$ cat config.mk
export PLATFORM = sky130hd
export DESIGN_NAME = stage_sequencer
export DESIGN_NICKNAME = d
export VERILOG_FILES = /design/src/rtl/stage_sequencer.sv
export SDC_FILE = /design/constraint.sdc
export NUM_CORES = 1
export LEC_CHECK = 0
export CORE_MARGIN = 3
export CORE_UTILIZATION = 46
export CTS_CLUSTER_DIAMETER = 30
export DETAILED_ROUTE_END_ITERATION = 6
export PLACE_DENSITY_LB_ADDON = 0.1
export SETUP_SLACK_MARGIN = 0.1
export SLEW_MARGIN = 20
export SYNTH_ARGS = -nofsm -noshare
export SYNTH_HDL_FRONTEND = slang
export SYNTH_SLANG_ARGS = --single-unit
$ cat constraint.sdc
create_clock -name clk -period 1.9 [get_ports clk]
set_clock_uncertainty 0.1 [all_clocks]
set_input_delay 0.57 -clock clk [delete_from_list [all_inputs] [get_ports clk]]
set_output_delay 0.57 -clock clk [all_outputs]
set_load 0.01 [all_outputs]
$ cat src/rtl/stage_sequencer.sv
// stage_sequencer: multi-cycle fetch/decode/execute/memory/writeback/pc-update control FSM
// with a registered status code, halt flag and retired-instruction counter.
module stage_sequencer #(
    parameter int MEM_TIMEOUT = 16,
    parameter int CNT_W       = 32
) (
    input  logic             clk,
    input  logic             rst_n,
    input  logic             start,
    input  logic [3:0]       icode,
    input  logic             instr_valid,
    input  logic             imem_error,
    input  logic             mem_ack,
    input  logic             dmem_error,
    output logic             fetch_en,
    output logic             decode_en,
    output logic             execute_en,
    output logic             memory_en,
    output logic             writeback_en,
    output logic             pc_en,
    output logic             cc_we,
    output logic             mem_req,
    output logic [2:0]       stat,
    output logic             halted,
    output logic [CNT_W-1:0] retired
);
    typedef enum logic [2:0] {
        S_IDLE, S_FETCH, S_DECODE, S_EXECUTE, S_MEMORY, S_WRITEBACK, S_PCUPDATE, S_STOP
    } state_t;

    localparam logic [2:0] STAT_AOK = 3'd1;
    localparam logic [2:0] STAT_HLT = 3'd2;
    localparam logic [2:0] STAT_ADR = 3'd3;
    localparam logic [2:0] STAT_INS = 3'd4;
    localparam logic [7:0] WAIT_LAST = 8'(MEM_TIMEOUT - 1);

    state_t           r_state, w_next;
    logic [2:0]       r_stat, w_stat;
    logic [5:0]       r_en, w_en;
    logic             r_cc_we, r_halted;
    logic [3:0]       r_icode;
    logic [7:0]       r_wait;
    logic [CNT_W-1:0] r_retired;
    logic             w_is_mem;

    assign w_is_mem = r_icode inside {4'h4, 4'h5, 4'h8, 4'h9, 4'hA, 4'hB};

    always_comb begin
        w_next = r_state;
        w_stat = (r_state == S_STOP) ? r_stat : STAT_AOK;
        case (r_state)
            S_IDLE:      w_next = start ? S_FETCH : S_IDLE;
            S_FETCH: begin
                w_next = S_STOP;
                if (imem_error) w_stat = STAT_ADR;
                else if (!instr_valid || icode > 4'hB) w_stat = STAT_INS;
                else if (icode == 4'h0) w_stat = STAT_HLT;
                else w_next = S_DECODE;
            end
            S_DECODE:    w_next = S_EXECUTE;
            S_EXECUTE:   w_next = w_is_mem ? S_MEMORY : S_WRITEBACK;
            S_MEMORY: begin
                // an ack arriving on the last allowed cycle beats the timeout
                if (mem_ack ? dmem_error : (r_wait == WAIT_LAST)) begin
                    w_next = S_STOP;
                    w_stat = STAT_ADR;
                end else if (mem_ack) begin
                    w_next = S_WRITEBACK;
                end
            end
            S_WRITEBACK: w_next = S_PCUPDATE;
            S_PCUPDATE:  w_next = S_FETCH;
            default:     w_next = S_STOP;
        endcase
    end

    assign w_en = {w_next == S_PCUPDATE, w_next == S_WRITEBACK, w_next == S_MEMORY,
                   w_next == S_EXECUTE, w_next == S_DECODE, w_next == S_FETCH};

    always_ff @(posedge clk or negedge rst_n) begin
        if (!rst_n) begin
            r_state   <= S_IDLE;
            r_en      <= '0;
            r_cc_we   <= 1'b0;
            r_halted  <= 1'b0;
            r_stat    <= STAT_AOK;
            r_icode   <= 4'h0;
            r_wait    <= 8'd0;
            r_retired <= '0;
        end else begin
            r_state  <= w_next;
            r_en     <= w_en;
            r_cc_we  <= (w_next == S_EXECUTE) && (r_icode == 4'h6);
            r_halted <= w_next == S_STOP;
            r_stat   <= w_stat;
            if (r_state == S_FETCH) r_icode <= icode;
            r_wait   <= (r_state == S_MEMORY && !mem_ack) ? r_wait + 8'd1 : 8'd0;
            if (r_state == S_PCUPDATE) r_retired <= r_retired + CNT_W'(1);
        end
    end

    assign {pc_en, writeback_en, memory_en, execute_en, decode_en, fetch_en} = r_en;
    assign mem_req = r_en[3];
    assign cc_we   = r_cc_we;
    assign stat    = r_stat;
    assign halted  = r_halted;
    assign retired = r_retired;
endmodule

# Word-level counts from Yosys, hierarchy flattened
# Index checks and enable logic that the tools add are counted.
# Widths: inputs -> output; s select.
[classes]
addsub = 2
n_lt_le_gt_ge = 1
n_eq_ne = 22
muxes = 16
n_reduce_logical = 8
[ops]
columns = ["operator", "count"]
rows = [
  ["$add 32x1->32 const B", 1],
  ["$mux 3", 10],
  ["$eq 3x3->1 const B", 8],
  ["$pmux 3 s7", 1],
  ["$eq 4x4->1 const B", 4],
  ["$eq 3x2->1 const B", 4],
  ["$eq 4x3->1 const B", 3],
  ["$add 8x1->8 const B", 1],
  ["$eq 8x4->1 const B", 1],
  ["$mux 8", 1],
  ["$eq 3x1->1 const B", 2],
  ["$pmux 3 s2", 1],
  ["$reduce_bool 6->1", 1],
  ["$gt 4x4->1 const B", 1],
  ["$logic_not 4->1", 1],
  ["$logic_not 3->1", 1],
  ["$mux 1", 3],
  ["$logic_and 1x1->1", 2],
  ["$logic_not 1->1", 2],
  ["$logic_or 1x1->1", 1],
]
[totals]
reg_bits = 58
in_bits = 11
output_inout_bits = 44
elab_cells = 57

# Depth between registers and ports, before layout
[depth]
word_depth = 7
depth_mapped = 6
depth_no_buf = 5

# Least setup slack after synthesis
# Ideal clock, no wire load.
[synth_path]
path_kind = "in2reg"
startpoint = "in icode[0]"
endpoint = "reg r_en[0]"
setup_ps = 88
arrival_time_ps = 1614
required_ps = 1712
setup_slack_ps = 98
path_stages = 4
n_path_buf = 0
path_cell_list = "nor4_2 -> nor4_1 -> o32ai_2 -> nor3b_1"
[synth_between]
elab_chain_len = 6
word_cells_on_any_way = 8
cone_classes = "order compare (1); eq/ne (1); mux (4); reduce/logical (2)"
[synth_rtl]
columns = ["item", "line", "source"]
rows = [
  ["start: declaration", "10", "input logic [3:0] icode,"],
  ["$gt 4x4->1 or $logic_not 4->1 (tied branches)", "56, 57", ""],
  ["$logic_or 1x1->1 or $mux 3 (tied branches)", "56, 57", ""],
  ["$mux 3 (*)", "56", "else if (!instr_valid || icode > 4'hB) w_stat = STAT_INS;"],
  ["$mux 3 (*)", "55", "if (imem_error) w_stat = STAT_ADR;"],
  ["$pmux 3 s7 (*)", "51", "case (r_state)"],
  ["named net w_next[0]", "37", "state_t r_state, w_next;"],
  ["$eq 3x1->1 (*)", "78", "w_next == S_EXECUTE, w_next == S_DECODE, w_next == S_FETCH};"],
  ["named net w_en[0]", "39", "logic [5:0] r_en, w_en;"],
  ["end signal: assignment", "92", "r_en <= w_en;"],
  ["end: declaration", "39", ""],
]
# Mark *: on every way through the listed nets, which the timed path passes. The rest lies on a longest branch.
# A chain may end at the register's enable or synchronous reset.

# Worst setup path in the final report
[layout_path]
startpoint = "in imem_error"
endpoint = "reg r_halted, in the netlist halted"
[layout_between]
elab_chain_len = 3
[layout_rtl]
columns = ["item", "line", "source"]
rows = [
  ["start: declaration", "12", "input logic imem_error,"],
  ["$mux 3", "55", ""],
  ["$pmux 3 s7", "51", ""],
  ["named net w_next[0]", "37", ""],
  ["$eq 3x3->1", "94", "r_halted <= w_next == S_STOP;"],
  ["end signal: assignment", "85", "r_halted <= 1'b0;"],
  ["end signal: assignment", "94", ""],
  ["end: declaration", "40", "logic r_cc_we, r_halted;"],
]
# The timed path passes the listed nets, and every way through them passes these cells.

==> metrics.md <==
| Metric | Value |
|---|---|
| Status | `completed` |
| Sequential share of power | `39.0%` |
| DR pass1 iterations | `4` |
| Clock root cell | `clkbuf_8` |
| Post-DRT Antenna Nets | `0` |
| CTS sink count | `58` |
| Slew Limit Fails | `0` |
| Combinational Power Share | `33.9%` |
| DIE WIDTH | `82.4 um` |
| Worst min-delay path category | `in2async` |
| Routed via count | `2,114` |
| HPWL after detailed placement | `4040 um` |
| Latest clock arrival within the worst-skew pair | `0.34 ns` |
| ANT cells | `0` |
| Met2 usage | `30.7%` |
| P&R area growth vs syn | `43.0%` |
| Met3 Usage GRT | `8.13%` |
| Sw frac | `31.7%` |
| Initial drt markers | `69` |
| FP Rows | `27` |
| Syn_nets | `252` |
| Non-Filler Instances | `411` |
| Pwr/cell area | `1040 mW/mm2` |
| Crit. End Element | `flip-flop` |
| Max Clk Rate | `0.556 GHz` |
| Max-cap viol count | `0` |
| Yosys warning count | `0` |
| Clock share of power | `27.1%` |
| Mean Syn Cell Area | `11.2 um2` |
| Fillers | `456` |
| Synth area leader | `dfrtp_1` |
| Netlist cell types | `46` |
| CP peak stage delay | `0.43 ns` |
| RD Place Congestion | `0.768` |
| Top Usage Layer GRT | `met2` |
| LEAKAGE | `2.01 nW` |
| Sequential-to-total area share from yosys stat | `54.1%` |
| Crit share post-route | `94.6%` |
| Peak VDD IR | `0.776 mV` |
| Placed cells | `380` |
| DR DRC count | `0` |
| I/O pin count | `55` |
| Worst slew margin | `70.6%` |
| Reg2reg path depth | `5` |
| CTS tree | `done` |
| Fin crit period | `1.80 ns` |
| Tot GR Track Use | `20.5%` |
| Ys flop type | `dfrtp_1` |
| H-tree depth | `3` |
| Final Setup Violations | `0` |
| NetSw | `1.27 mW` |
| Register area | `0.00145 mm2` |
| Area of the mapped netlist | `0.00269 mm2` |
| Worst setup SP type | `primary input` |
| Final worst slack | `0.102 ns` |
| DRT Wirelength | `6070 um` |
| Post-route cell area | `0.00384 mm2` |
| First-pass GRT wire length | `10,300 um` |
| Worst-case clock buffer depth | `2` |
| Nets | `347` |
| GRT overflow | `0` |
| Most frequent cells in the layout | `dfrtp_1 (56), dlygate4sd2_1 (44), buf_4 (35)` |
| Pre-CTS setup slack | `-0.373 ns` |
| Worst Path Arrival | `1.93 ns` |
| CP max stage cell | `clkdlybuf4s50_1` |
| Number of synthesized register bits | `58` |
| Post-synth EDFFs | `0` |
| Number of hold violations in the final report | `0` |
| Setup CP Type | `in2reg` |
| Top-area cell type share of the netlist area | `53.1%` |
| Dpl cell area | `0.00345 mm2` |
| Initial Utilization | `48.2%` |
| Ys async rst share | `100%` |
| RSZ-0062 raised after global routing | `yes` |
| Critical path required time | `2.04 ns` |
| CP cell instances | `clkdlybuf4s50_1 -> or2_4 -> nor4_2 -> o32ai_2 -> buf_4 -> and3_4` |
| CTS Buf Count | `9` |
| Vias in the first global route | `2,201` |
| WL/cell | `14.8 um` |
| Synth area leaders | `dfrtp_1 (53%), xor2_1 (7.2%), xnor2_1 (4.6%), nand2_1 (3.4%), nor3_1 (2.2%)` |
| Antenna violations before repair | `0` |
| Int Power | `2.72 mW` |
| Gate count after technology mapping | `239` |
| Global routing usage on met1 | `27.4%` |
| PortBufs | `54` |
| Die height | `82.4 um` |
| Area of the multi-input gates | `0.00131 mm2` |
| Reg clk slew, reported paths | `0.07 ns` |
| DIE AREA | `0.00680 mm2` |
| Largest net degree at the start of global routing | `21` |
| Commonest non-fill, non-tap cell in the layout | `dfrtp_1` |
| Vias/cell | `5.14` |
| Crit Path Max Fanout | `6` |
| Layout cell share with drive strength beyond 1 | `28.3%` |
| Core ar. | `0.00557 mm2` |
| Worst-margin pin slew | `0.436 ns` |
[metal layers]
metal,vias up,wire (um)
met5,-,0
met4,0,76
met3,8,317
met2,42,2870
met1,1039,2810
li1,1025,-
[final timing paths]
| check | slack, ns | endpoint | start |
|---|---|---|---|
| max in group asynchronous | 1.06 | retired[31] | rst_n |
| min | 0.01 | r_en[5] | rst_n |
| min in group clk | 0.36 | retired[31] | retired[31] |
| max reg2reg | 0.11 | halted | r_icode[1] |
| min reg2reg | 0.36 | retired[31] | retired[31] |
| max | 0.10 | halted | imem_error |
[critical path: cells and delay by family]
kind                   cells  cell delay (ns)
and+or+nand+nor            3             0.66
buffers and inverters      2             0.60
AOI/OAI and AO/OA          1             0.11
[synth_stat cells, types with 3 or more instances]
library cell  number
nor2_1            14
and3_1             9
a21oi_1            5
o21ai_0            3
inv_1              5
xor2_1            22
xnor2_1           14
nand3_1           11
and4_1             4
nor4_1             7
nand2_1           24
buf_2              4
nand4_1            3
mux2_2             4
dfrtp_1           57
nor3_1            12
nor3b_1            4
[cells by family after synthesis]
kind of cell | synth area share, %
AND/OR/NAND/NOR | 23.4
flip-flops | 54.1
XOR/XNOR | 11.7
AO/OA/AOI/OAI | 5.35
buffers and inverters | 2.84
multiplexers | 1.68
adder cells (fa/ha/maj) | 0.931
[area by class of cell]
type / count / area share [%]
clock buffers: 9 / 3.22
clock inverters: 7 / 1.56
inverters: 5 / 0.488
multi-input cells: 168 / 34.2
flip-flops and latches: 58 / 37.8
well taps: 72 / 2.34
repair buffers: 92 / 20.4
[repair_timing]
item                       4_1_cts  5_1_grt
buffers inserted                11        4
pin swaps                        4        4
hold buffers                     0        0
setup endpoints to repair       49       25
resized for setup               57       28
[power by group through the flow]
stage | Clock [mW] | Combinational (mW) | Sequential [mW]
after global routing | 1.17 | 1.48 | 1.58
after CTS | 1.11 | 1.29 | 1.57
final | 1.08 | 1.35 | 1.56
after floorplan | 0 | 0.629 | 1.64
after detailed placement | 0 | 1.21 | 1.61
after global placement | 0 | 1.20 | 1.62
[stage by stage]
step / power (mW) / util [%] / TNS (ns) / hold WS, ns
after floorplan: 2.27 / - / 0 / 0.174
after global placement: 2.81 / 62.0 / -2.17 / 0.354
after detailed placement: 2.83 / 62.0 / -2.32 / 0.359
after CTS: 3.96 / 66.5 / 0 / 0.0143
after global routing: 4.24 / 68.9 / 0 / 0.0204
final: 3.99 / 68.9 / 0 / 0.0137
[sequential cells by signal, indices dropped and copies added (netlist names)]
register  count
r_icode       4
r_state       3
halted        1
retired      32
r_wait        8
cc_we         1
r_en          6
stat          3
Power figures use the tool's default switching activity.
